$ cat config.mk
export PLATFORM = sky130hd
export DESIGN_NAME = instruction_fetch
export DESIGN_NICKNAME = d
export VERILOG_FILES = /design/src/rtl/instruction_fetch.sv
export SDC_FILE = /design/constraint.sdc
export NUM_CORES = 1
export LEC_CHECK = 0
export CORE_UTILIZATION = 45
export DETAILED_ROUTE_END_ITERATION = 7
export DONT_BUFFER_PORTS = 1
export MAX_ROUTING_LAYER = met4
export PLACE_DENSITY = 0.57
export SKIP_LAST_GASP = 1
export SYNTH_ARGS = -nofsm -noshare
export SYNTH_HDL_FRONTEND = slang
export SYNTH_SLANG_ARGS = --single-unit
$ cat constraint.sdc
create_clock -name clk -period 6.57 [get_ports clk]
set_clock_uncertainty 0.2 [all_clocks]
set_input_delay 1.314 -clock clk [delete_from_list [all_inputs] [get_ports clk]]
set_output_delay 1.314 -clock clk [all_outputs]
set_load 0.02 [all_outputs]
$ cat src/rtl/instruction_fetch.sv
// Instruction fetch stage: owns the PC, addresses the combinational
// instruction ROM, captures the returned word into the IR and offers it
// to decode over a valid/ready handshake. Supports stall, branch redirect
// with flush, halt/resume, and a saturating count of IR loads.
module instruction_fetch #(
  parameter int unsigned                     WIDTH         = 32,
  parameter int unsigned                     ROM_ADDR_BITS = 12,
  parameter logic [ROM_ADDR_BITS-1:0]        RESET_VECTOR  = '0
) (
  input  logic                     clk,
  input  logic                     reset_n,
  output logic [ROM_ADDR_BITS-1:0] PCadr,
  input  logic [WIDTH-1:0]         rom_instruction,
  input  logic                     stall,
  input  logic                     branch_taken,
  input  logic [ROM_ADDR_BITS-1:0] branch_target,
  input  logic                     halt,
  input  logic                     resume,
  input  logic                     dec_ready,
  output logic [WIDTH-1:0]         ir,
  output logic [ROM_ADDR_BITS-1:0] ir_pc,
  output logic                     ir_valid,
  output logic                     halted,
  output logic [15:0]              fetch_count
);

  localparam logic [1:0] ST_BOOT = 2'd0;
  localparam logic [1:0] ST_RUN  = 2'd1;
  localparam logic [1:0] ST_HALT = 2'd2;

  logic [1:0]               state_q, state_d;
  logic [ROM_ADDR_BITS-1:0] pc_q, pc_d;
  logic [WIDTH-1:0]         ir_q, ir_d;
  logic [ROM_ADDR_BITS-1:0] ir_pc_q, ir_pc_d;
  logic                     ir_valid_q, ir_valid_d;
  logic                     halted_q, halted_d;
  logic [15:0]              fetch_count_q, fetch_count_d;
  logic                     load_s;
  logic                     redirect_s;
  logic                     transfer_s;

  // Saturating increment for the fetch counter.
  function automatic logic [15:0] sat_inc16(input logic [15:0] val);
    if (val == 16'hFFFF) begin
      sat_inc16 = 16'hFFFF;
    end else begin
      sat_inc16 = val + 16'd1;
    end
  endfunction

  // Handshake qualifiers: redirect wins over everything; BOOT ignores it.
  always_comb begin
    transfer_s = ir_valid_q & dec_ready;
    redirect_s = branch_taken & ((state_q == ST_RUN) | (state_q == ST_HALT));
    load_s     = (state_q == ST_RUN) & ~halt & ~stall & ~branch_taken &
                 (~ir_valid_q | dec_ready);
  end

  // FSM next state: BOOT lasts one cycle, halt wins over a concurrent resume.
  always_comb begin
    state_d = state_q;
    case (state_q)
      ST_BOOT: state_d = ST_RUN;
      ST_RUN: begin
        if (halt) begin
          state_d = ST_HALT;
        end else begin
          state_d = ST_RUN;
        end
      end
      ST_HALT: begin
        if (resume && !halt) begin
          state_d = ST_RUN;
        end else begin
          state_d = ST_HALT;
        end
      end
      default: state_d = ST_BOOT;
    endcase
    halted_d = (state_d == ST_HALT);
  end

  // Datapath next state: redirect/flush, load, or drain of a consumed IR.
  always_comb begin
    pc_d          = pc_q;
    ir_d          = ir_q;
    ir_pc_d       = ir_pc_q;
    ir_valid_d    = ir_valid_q;
    fetch_count_d = fetch_count_q;
    if (redirect_s) begin
      pc_d       = branch_target;
      ir_valid_d = 1'b0;
    end else if (load_s) begin
      ir_d          = rom_instruction;
      ir_pc_d       = pc_q;
      ir_valid_d    = 1'b1;
      pc_d          = pc_q + ROM_ADDR_BITS'(1);
      fetch_count_d = sat_inc16(fetch_count_q);
    end else if (transfer_s) begin
      ir_valid_d = 1'b0;
    end else begin
      ir_valid_d = ir_valid_q;
    end
  end

  // State registers with asynchronous active-low reset.
  always_ff @(posedge clk or negedge reset_n) begin
    if (!reset_n) begin
      state_q       <= ST_BOOT;
      pc_q          <= RESET_VECTOR;
      ir_q          <= '0;
      ir_pc_q       <= '0;
      ir_valid_q    <= 1'b0;
      halted_q      <= 1'b0;
      fetch_count_q <= 16'd0;
    end else begin
      state_q       <= state_d;
      pc_q          <= pc_d;
      ir_q          <= ir_d;
      ir_pc_q       <= ir_pc_d;
      ir_valid_q    <= ir_valid_d;
      halted_q      <= halted_d;
      fetch_count_q <= fetch_count_d;
    end
  end

  assign PCadr       = pc_q;
  assign ir          = ir_q;
  assign ir_pc       = ir_pc_q;
  assign ir_valid    = ir_valid_q;
  assign halted      = halted_q;
  assign fetch_count = fetch_count_q;

endmodule

# Yosys cells after proc, flatten, opt, wreduce, memory -nomap -nowiden
# Index checks and enable logic that the tools add are counted.
[classes]
add_sub_neg = 2
n_eq_ne = 4
mux = 9
bitwise = 13
reduce_logical = 6
[op_table]
columns = ["op", "n"]
rows = [
  ["$mux 12", 2],
  ["$add 16x1->16 const B", 1],
  ["$eq 16x16->1 const B", 1],
  ["$mux 16", 1],
  ["$add 12x1->12 const B", 1],
  ["$and 1x1->1", 6],
  ["$pmux 2 s3", 1],
  ["$not 1->1", 5],
  ["$eq 2x2->1 const B", 2],
  ["$mux 2", 2],
  ["$mux 1", 3],
  ["$reduce_bool 3->1", 1],
  ["$eq 2x1->1 const B", 1],
  ["$logic_not 2->1", 1],
  ["$or 1x1->1", 2],
  ["$reduce_and 2->1", 1],
  ["$reduce_bool 2->1", 1],
  ["$logic_and 1x1->1", 1],
  ["$logic_not 1->1", 1],
]
[word_totals]
regBits = 76
in_bits = 51
out_inout_bits = 74
wordCells = 41

# Logic depth before layout (Yosys ltp)
[depth]
depth_word = 7
depth_mapped = 9

# Least setup slack after synthesis
# Ideal clock, no wire load.
[synth_path]
kind = "in2reg"
startpoint = "input branch_taken"
endpoint = "register fetch_count_q[14] (netlist: fetch_count[14])"
setup_time_ns = 0.128
t_arrival_ns = 3.177
t_required_ns = 6.242
setup_slack_ns = 3.066
path_stages = 6
n_path_buf = 2
cell_sequence = "or4b_1 buf_2 or4_4 buf_6 nor4_4 mux2_1"
[synth_between]
elab_chain_len = 4
word_cells_on_any_way = 6
cone_classes = "bitwise (5); reduce/logical (1)"
[synth_lines]
columns = ["element", "line", "text"]
rows = [
  ["from (decl)", "15", "input logic branch_taken,"],
  ["$not 1->1", "55", "load_s = (state_q == ST_RUN) & ~halt & ~stall & ~branch_taken &"],
  ["$and 1x1->1 (2 in series)", "55", ""],
  ["$reduce_and 2->1 (no line) *", "--", ""],
  ["to (signal assigned)", "123", "fetch_count_q <= fetch_count_d;"],
  ["to (decl)", "37", "logic [15:0] fetch_count_q, fetch_count_d;"],
]
# Mark *: on every way between the ends. The rest lies on a longest branch, timed or not.
# A chain may end at the register's enable or synchronous reset.

# Worst setup path in the final report
[layout_path]
startpoint = "input branch_taken"
endpoint = "register fetch_count_q[9] (netlist: fetch_count[9])"
# Same word-level chain as after synthesis.

==> qor.yml <==
critical_path:
  r2r-start: "state_q[1]$_DFF_PN0_"
  reg2reg_setup_slack_ns: 3.00
  path_common_cell: "nand3_1"
  worst-path-max-fanout: 48
  crit_family: "simple AND/OR/NAND/NOR gates"
  crit_type: "in -> reg"
  cpPeakStageDelay_ns: 0.91
  r2r_end: "fetch_count[9]$_DFFE_PN0P_"
  cp_num_buf_inv: 0
  worstPathCellList: "or4b_1 > nor2_4 > nand3_1 > nand3_1"
  endpoint_kind: "flip-flop"
  crit_required_ns: 6.62
  crit_slowest_cell: "nor2_4"
  ff2ff_path_depth: 6
  critPathLaunchType: "input port"
  arrival_ns: 3.91
logic_synthesis:
  syn_inst: 380
  synth_area_um2: 3422
  netlist-cell-type-count: 36
  ys_seq_elements: 76
  synth.avg_cell_area_um2: 9.005
  ys_warn_count: 0
  synth_nets: 437
  yosysSeqAreaShare_pct: 55.58
routing:
  drc_errors: 0
  wl_per_cell_um: 15.44
  dr.pass1.iters: 4
  wl_um: 7351
  viasPerCell: 5.284
  vias: 2515
  first_iter_violations: 123
  postRouteAntennaNets: 0
cts:
  numCtsBuffers: 9
  cts_max_level: 3
  cts_resized: 0
  post_cts_buffers: 0
  clkTransAtPathRegs_ns: 0.08
  cts_tree: "yes"
  clk_latency_ns: 0.34
  root_buffer: "clkbuf_8"
  cts_sinks: 76
  cts.path.max_buffers: 2
  hold_buffers: 0
grt:
  track_usage_pct: 19.44
  grt_max_degree: 77
  grt_pass1_vias: 2362
  overflow: 0
  antenna_found_initial: 0
  grt_pass1_wl_um: 11210
status:
  status: "finished clean"
finish:
  area_delta_synth_final_pct: 6.472
  drive_above_1_share_pct: 5.570
  layout_common_cells: "nand2_1 (156), dfrtp_1 (76), nand3_1 (18)"
  final_cells: 476
  nNetsFinal: 431
  final_common_cell: "nand2_1"
  diodes: 0
  final_cell_area_um2: 3643
  fillerInstances: 702
  regArea_um2: 1902
  multi_input_area_um2: 1431
placement:
  place_congestion: 0.8071
  hpwl_um: 4914
  dpl-instance-area_um2: 3487
  dp_cells: 462
  io_buffers: 0
power_and_ir_drop:
  leakage_nw: 1.766
  power_density_nw_per_um2: 449.8
  ir_drop_mv: 0.2127
  total_power_mw: 1.639
timing:
  finalCritPeriodShare_pct: 58.64
  grt_setup_unrepaired: "false"
  finalCriticalPeriod_ns: 3.853
  slew_viol_final: 0
  setup_viol: 0
  max_slew_margin_pct: 28.72
  hold_violations: 0
  max_freq_mhz: 259.5
  fin_tns_setup_ns: 0
  worstMarginPinSlew_ns: 1.067
hold_path:
  hp-start: "ir[10]$_DFFE_PN0P_"
  hold_end: "ir[10]$_DFFE_PN0P_"
  holdPathStages: 2
  hold_path_class: "reg -> reg"
floorplanning:
  dieArea_um2: 7958
  num_io_pins: 125
  die_y_um: 89.21
  rows: 31
  die_x_um: 89.21
  core_area_um2: 7292
  initial_core_util_pct: 46.93
job:
  maxCapViolCount: 0
-- metal layers --
metal	vias to the layer above	track usage [%]	wire length, um
met2	88	29.29	3327
met4	0	8.514	114
met1	1172	24.32	3335
met5	-	-	0
met3	13	5.725	573
li1	1242	-	-
-- cells in the mapped netlist --
library cell	instances	area, um2
a21bo_2	1	10.01
a311oi_1	1	8.760
ha_1	6	75.07
nand3b_1	1	7.510
nand3_1	18	90.09
nor3_1	6	30.03
or3_1	5	31.28
nor2b_1	1	6.260
nor4b_1	3	26.28
o41ai_1	1	8.760
nand2_1	157	589.3
a21o_1	1	7.510
dfrtp_1	76	1902
and2_1	2	12.51
nor4_1	9	56.30
a221o_1	1	10.01
a31oi_1	3	18.77
o31ai_1	1	7.510
xor2_1	1	8.760
a22oi_1	1	7.510
clkbuf_1	16	60.06
or4_4	1	11.26
nor2_1	13	48.80
inv_1	6	22.52
nand2b_1	2	12.51
nor4_4	2	42.54
o21ai_0	15	75.07
nand4_1	6	37.54
mux2_2	1	11.26
a21oi_1	5	25.02
buf_6	1	11.26
xnor2_1	12	105.1
or4_1	1	7.510
or4b_1	1	10.01
mux2_1	2	22.52
buf_2	1	5.000
-- flip-flops by register name (all words and copies together) (netlist names) --
| signal | cells |
|---|---|
| PCadr | 12 |
| fetch_count | 16 |
| halted | 1 |
| ir | 32 |
| ir_pc | 12 |
| ir_valid | 1 |
| state_q | 2 |
-- final cells by class --
class / count / area share (%)
Clock buffer: 11 / 3.881
Clock inverter: 3 / 0.4121
Inverter: 6 / 0.6181
Multi-Input combinational cell: 280 / 39.29
Sequential cell: 76 / 52.20
Tap cell: 99 / 3.400
Timing Repair Buffer: 1 / 0.2060
-- worst reg2reg max path: stages, from the launching register on --
cell and delay [ns]:
dfrtp_1 0.41, inv_1 0.09, ha_1 0.25, or4b_1 0.77, nor2_4 0.91, nand3_1 0.64, nand3_1 0.22
-- where the power goes --
part | leakage, nW | switching, mW | internal, mW | total [mW]
Combinational | 0.714 | 0.174 | 0.130 | 0.304
Sequential | 0.967 | 0.390 | 0.645 | 1.03
Clock | 0.0848 | 0.159 | 0.142 | 0.301
Total | 1.77 | 0.723 | 0.916 | 1.64
-- logic make-up (layout without fill, tap and decap cells) --
kind of cell	count (synthesis)	after routing	share of synthesized area, %
xor gates and xnor gates	13	13	3.327
AOI/OAI and AO/OA	30	30	5.229
buffers and inverters	24	21	2.888
adders and majority gates	6	6	2.194
muxes	3	3	0.9871
and+or+nand+nor	228	228	29.80
DFF	76	76	55.58
-- stage by stage --
step	hold slack [ns]	worst slack, ns	utilization, %
5_1_grt	0.4323	2.412	49.97
3_5_place_dp	0.4092	2.292	47.82
6_report	0.4247	2.717	49.97
3_3_place_gp	0.4032	2.394	47.82
2_1_floorplan	0.3894	3.066	-
4_1_cts	0.4275	2.649	49.97
-- worst max-delay path by stage --
stage / from / end / slack [ns] / depth (start not counted)
floorplan: branch_taken / fetch_count[14]$_DFFE_PN0P_ / 3.07 / 6
global placement: branch_taken / fetch_count[11]$_DFFE_PN0P_ / 2.39 / 4
detailed placement: branch_taken / fetch_count[9]$_DFFE_PN0P_ / 2.29 / 4
CTS: branch_taken / fetch_count[9]$_DFFE_PN0P_ / 2.65 / 4
global route: branch_taken / fetch_count[9]$_DFFE_PN0P_ / 2.41 / 4
finish: branch_taken / fetch_count[9]$_DFFE_PN0P_ / 2.72 / 4
No activity file was read; power rests on OpenSTA's default activity.
